===== config.mk =====
export PLATFORM = sky130hd
export DESIGN_NAME = bubble_scheduler
export DESIGN_NICKNAME = d
export VERILOG_FILES = /design/src/rtl/bubble_scheduler.sv
export SDC_FILE = /design/constraint.sdc
export NUM_CORES = 1
export LEC_CHECK = 0
export CORE_MARGIN = 1.5
export CORE_UTILIZATION = 55
export CTS_BUF_LIST = sky130_fd_sc_hd__clkbuf_4
export CTS_CLUSTER_DIAMETER = 150
export DETAILED_ROUTE_END_ITERATION = 6
export PLACE_DENSITY_LB_ADDON = 0.2
export SLEW_MARGIN = 10
export SYNTH_ARGS = -nofsm -noshare
export SYNTH_HDL_FRONTEND = slang
export SYNTH_SLANG_ARGS = --single-unit

===== constraint.sdc =====
create_clock -name clk -period 5.5 [get_ports clk]
set_input_delay 0.825 -clock clk [delete_from_list [all_inputs] [get_ports clk]]
set_output_delay 0.825 -clock clk [all_outputs]
set_load 0.02 [all_outputs]

===== src/rtl/bubble_scheduler.sv =====
// bubble_scheduler: picks the overlay sprite per frame (items preempt round-robin status bubbles); ports clk, reset, frame_tick, status_req[5:0], item_req[4:0], plot_done -> draw_req, draw_sel[3:0], frame_overrun, current_state[1:0]
module bubble_scheduler #(
  parameter int DWELL_FRAMES = 60,
  parameter int ITEM_FRAMES  = 30,
  parameter int CW           = 8
) (
  input  logic       clk,
  input  logic       reset,
  input  logic       frame_tick,
  input  logic [5:0] status_req,
  input  logic [4:0] item_req,
  input  logic       plot_done,
  output logic       draw_req,
  output logic [3:0] draw_sel,
  output logic       frame_overrun,
  output logic [1:0] current_state
);
  typedef enum logic [1:0] {IDLE, ISSUE, BUSY, WAIT_TICK} state_t;
  state_t        state_q, state_d;
  logic [3:0]    draw_sel_q, draw_sel_d;
  logic [CW-1:0] dwell_q, dwell_d;
  logic [2:0]    rr_ptr_q, rr_ptr_d;
  logic [4:0]    item_pend_q, item_pend_d, item_clr;
  logic          draw_req_q, draw_req_d, frame_overrun_q, frame_overrun_d;
  logic [5:0]    st_rot;
  logic [2:0]    st_off, st_idx, it_idx;
  logic [3:0]    st_sum;
  logic          keep, sel_now, have_item, have_st;
  always_comb begin
    it_idx = '0;
    st_off = '0;
    st_rot = 6'({status_req, status_req} >> rr_ptr_q);
    for (int i = 4; i >= 0; i--) it_idx = item_pend_q[i] ? 3'(i) : it_idx;
    for (int i = 5; i >= 0; i--) st_off = st_rot[i] ? 3'(i) : st_off;
    st_sum = {1'b0, rr_ptr_q} + {1'b0, st_off};
    st_idx = st_sum >= 4'd6 ? 3'(st_sum - 4'd6) : st_sum[2:0];
    have_item = item_pend_q != '0;
    have_st = status_req != '0;
    keep = dwell_q != '0 && (draw_sel_q > 4'd6 || (status_req[3'(draw_sel_q - 4'd1)] && !have_item));
    sel_now = frame_tick && (state_q == IDLE || (state_q == WAIT_TICK && !keep));
    item_clr = sel_now && have_item ? 5'b1 << it_idx : '0;
    item_pend_d = (item_pend_q & ~item_clr) | item_req;
    rr_ptr_d = sel_now && !have_item && have_st ? (st_idx == 3'd5 ? 3'd0 : st_idx + 3'd1) : rr_ptr_q;
    draw_sel_d = !sel_now ? draw_sel_q : have_item ? 4'd7 + {1'b0, it_idx} : have_st ? 4'd1 + {1'b0, st_idx} : 4'd0;
    dwell_d = sel_now ? (have_item ? CW'(ITEM_FRAMES - 1) : CW'(DWELL_FRAMES - 1))
            : state_q == WAIT_TICK && frame_tick ? dwell_q - CW'(1) : dwell_q;
    state_d = sel_now ? (draw_sel_d != '0 ? ISSUE : IDLE)
            : state_q == ISSUE ? BUSY
            : state_q == BUSY && plot_done ? WAIT_TICK
            : state_q == WAIT_TICK && frame_tick ? ISSUE : state_q;
    draw_req_d = state_d == ISSUE;
    frame_overrun_d = frame_tick && (state_q == ISSUE || state_q == BUSY);
  end
  always_ff @(posedge clk or posedge reset) begin
    if (reset) begin
      state_q         <= IDLE;
      draw_sel_q      <= '0;
      dwell_q         <= '0;
      rr_ptr_q        <= '0;
      item_pend_q     <= '0;
      draw_req_q      <= 1'b0;
      frame_overrun_q <= 1'b0;
    end else begin
      state_q         <= state_d;
      draw_sel_q      <= draw_sel_d;
      dwell_q         <= dwell_d;
      rr_ptr_q        <= rr_ptr_d;
      item_pend_q     <= item_pend_d;
      draw_req_q      <= draw_req_d;
      frame_overrun_q <= frame_overrun_d;
    end
  end
  assign draw_req      = draw_req_q;
  assign draw_sel      = draw_sel_q;
  assign frame_overrun = frame_overrun_q;
  assign current_state = state_q;
endmodule


==> results_dict.tcl <==
set metrics [dict create \
    outcome "completed" \
    critPathCaptureType "register" \
    whs_ns 0.571 \
    cts_max_path_buffers 2 \
    yosysSeqAreaShare_pct 30.6 \
    internal_power_w 0.000455 \
    cp.arrival_ns 4.72 \
    required_ns 5.66 \
    grt_use_total_pct 23.8 \
    post_cts_buffers 0 \
    cts_made_buffers 3 \
    worstReg2RegStart "rr_ptr_q[1]$_DFFE_PP0P_" \
    ys_warn_count 0 \
    synth_fp_nets 233 \
    cp_num_cells 15 \
    layout-area-overhead-vs-synth_pct 15.1 \
    yosys.area.top_type_share_pct 30.6 \
    hold_viol_final 0 \
    p_leak_nw 0.932 \
    drt_iter0_markers 126 \
    synth.distinct_cells 47 \
    via_count 1608 \
    filler_cell_count 277 \
    rsz0062_at_grt "no" \
    hpwl_um 3270 \
    fin_crit_ns 4.56 \
    clock-sinks 24 \
    gp_congestion 0.877 \
    ant_nets 0 \
    crit_path_max_incr_delay_ns 0.51 \
    comb_power_share_pct 47.8 \
    ios 23 \
    fin_worst_skew_ns 0.0159 \
    synthFlopType "dfrtp_1" \
    n_antenna_cell 0 \
    worst_pin_slew_ns 0.916 \
    yosys.area.top_type "dfrtp_1" \
    timing.slew.headroom_pct 38.9 \
    sw_frac_of_total_pct 40.1 \
    drv_cap 0 \
    crit_path_frequent_cell "ha_1" \
    die-area_um2 3930 \
    cpMaxStageDelayCell "mux4_2" \
    criticalPathCategory "in -> reg" \
    port_buffers 22 \
    postSynthAreaPerCell_um2 9.80 \
    postCtsResizedCells 0 \
    grt.overflow.total 0 \
    synth_edf_count 0 \
    dr.pass1.iters 4 \
    hold_depth 2 \
    core_area_um2 3390 \
    dieHeight_um 62.7 \
    post-route-period-util_pct 83.0 \
    grt_max_degree 25 \
    crit_family "simple AND/OR/NAND/NOR gates" \
    dp.cells 263 \
    p_sw_w 0.000304 \
    cts_hold_buf 0 \
    setup_viol 0 \
    initial_core_util_pct 57.8 \
    fin_cells 267 \
    max_freq_mhz 219 \
    ff2ff_path_depth 14 \
    cts_root_buffer "clkbuf_4" \
    cts_max_level 1 \
    synth_cells 200 \
    synth_seq_cells 24 \
    nets 255 \
    reg2reg_to "draw_sel[2]$_DFF_PP0_" \
    ys_top_cells_by_area "dfrtp_1 31%, ha_1 11%, mux4_2 6.9%" \
    route.final.wire_length_um 4180 \
    clk_latency_ns 0.33 \
    cp_cell_sequence "clkdlybuf4s50_1 > mux4_2 > nor2b_1 > or3b_2 > o22ai_1 > ha_1 > inv_1 > fa_1 > xnor2_1 > nor2_1 > mux2_2 > ha_1 > and3_1 > o21ai_0 > a31oi_1" \
    fin_setup_tns_ns 0 \
    slew_viol_final 0 \
    syn_area_um2 1960 \
    path_clk_slew_ns 0.15 \
    hold_path.startpoint "dwell_q[6]$_DFFE_PP0P_" \
    cts_tree "done" \
    drive_above_1_share_pct 10.4 \
    irDropWorstVdd_uv 209 \
    pwr-share-clk_pct 17.3 \
    grt_pass1_wl_um 7580 \
    rrSetupSlack_ns 1.31 \
    min_to "dwell_q[6]$_DFFE_PP0P_" \
    die_x_um 62.7 \
    p_per_area_nw_per_um2 336 \
    crit_path_max_fanout 7 \
    rows 21 \
    drc 0 \
    path_buf_inv 2 \
    worst_hold_path_type "reg -> reg" \
    async_reset_ff_share_pct 100 \
    seq_power_share_pct 34.9 \
    post_drt_wl_per_cell_um 15.7 \
    startpoint_type "primary input" \
    grt_pass1_vias 1610 \
    antenna_found_initial 0 \
    via_per_inst 6.02 \
]
## sequential cells by signal, indices dropped and copies added, names as in the netlist
signal         flops
rr_ptr_q           3
current_state      2
dwell_q            8
draw_sel           4
draw_req           1
item_pend_q        5
frame_overrun      1
## logic make-up (layout without fill, tap and decap cells)
group | count (synthesis) | count (layout) | share of synthesized area, %
fa+ha+maj | 18 | 18 | 11.9
simple gates | 63 | 63 | 17.4
compound gates | 42 | 42 | 16.3
flops | 24 | 24 | 30.6
xor+xnor | 8 | 8 | 3.57
mux | 20 | 20 | 14.6
buf+inv | 25 | 46 | 5.55
## worst max-delay path by stage
| stage | slack, ns | start | end |
|---|---|---|---|
| 2_1_floorplan | 1.50 | status_req[5] | rr_ptr_q[2]$_DFFE_PP0P_ |
| 3_3_place_gp | 0.80 | status_req[2] | draw_sel[2]$_DFF_PP0_ |
| 3_5_place_dp | 0.65 | status_req[5] | draw_sel[2]$_DFF_PP0_ |
| 4_1_cts | 0.99 | status_req[2] | draw_sel[2]$_DFF_PP0_ |
| 5_1_grt | 0.68 | status_req[2] | current_state[0]$_DFF_PP0_ |
| 6_report | 0.94 | status_req[2] | draw_sel[2]$_DFF_PP0_ |
## through the flow
stage / area, um2 / power (W) / setup WS (ns) / util [%]
final: 2260 / 0.000759 / 0.936 / 66.6
after global placement: 2200 / 0.000617 / 0.798 / 65.0
after CTS: 2260 / 0.000760 / 0.995 / 66.6
after floorplan: 1960 / 0.000511 / 1.50 / -
after global routing: 2260 / 0.000815 / 0.680 / 66.6
after detailed placement: 2200 / 0.000629 / 0.648 / 65.0
## cells in the final DEF, fill, tap and decap left out, drive strengths merged, types with 2 or more instances in the layout
master         netlist  layout
a211o                2       2
a21o                 3       3
a21oi               11      11
a221oi               2       2
a31oi                6       6
and2                 3       3
clkbuf               3       3
clkdlybuf4s50        0      22
dfrtp               24      24
ha                  17      17
inv                 20      20
mux2                 6       6
mux2i                8       8
mux4                 6       6
nand2               15      15
nand2b               4       4
nand3                3       3
nand3b               2       2
nor2                15      15
nor2b                3       3
nor3                 6       6
nor4                 4       4
o21ai                9       9
or4                  2       2
xnor2                6       6
xor2                 2       2
## worst min-delay path: stages, from the launching register on
cell     delay, ns
dfrtp_1       0.39
xor2_1        0.08
nor2_1        0.08
## power by group through the flow
stage / Clock (W) / Combinational (W) / Sequential, W
floorplan: 0 / 0.000221 / 0.000290
global placement: 0 / 0.000351 / 0.000266
detailed placement: 0 / 0.000361 / 0.000268
CTS: 0.000133 / 0.000363 / 0.000265
global route: 0.000139 / 0.000403 / 0.000273
finish: 0.000131 / 0.000363 / 0.000264
## synthesized netlist by cell type (all sizes together) (2+ instances only)
cell type  number
nand3b          2
nor4            4
a211o           2
ha             17
a21oi          11
nand3           3
nor2b           3
or4             2
mux2i           8
clkbuf          3
xor2            2
a221oi          2
dfrtp          24
nand2b          4
mux2            6
nor3            6
buf             2
nand2          15
a21o            3
nor2           15
mux4            6
inv            20
a31oi           6
o21ai           9
xnor2           6
and2            3
## per-layer routing
| metal | GRT usage [%] | share of wire (%) | vias up |
|---|---|---|---|
| li1 | - | - | 765 |
| met1 | 33.1 | 43 | 795 |
| met2 | 39.9 | 51 | 42 |
| met3 | 2.34 | 4.8 | 6 |
| met4 | 6.11 | 1.1 | 0 |
| met5 | 0 | 0 | - |
## final cells by class
type / count / area [um2] / area share [%]
clock buffer: 3 / 22.5 / 0.998
clock inverter: 1 / 30.0 / 1.33
inverter: 20 / 75.1 / 3.33
multi-input combinational: 151 / 1250 / 55.4
sequential: 24 / 601 / 26.6
tap: 46 / 57.6 / 2.55
timing repair buffer: 22 / 220 / 9.76
(Power assumes the default switching activity.)
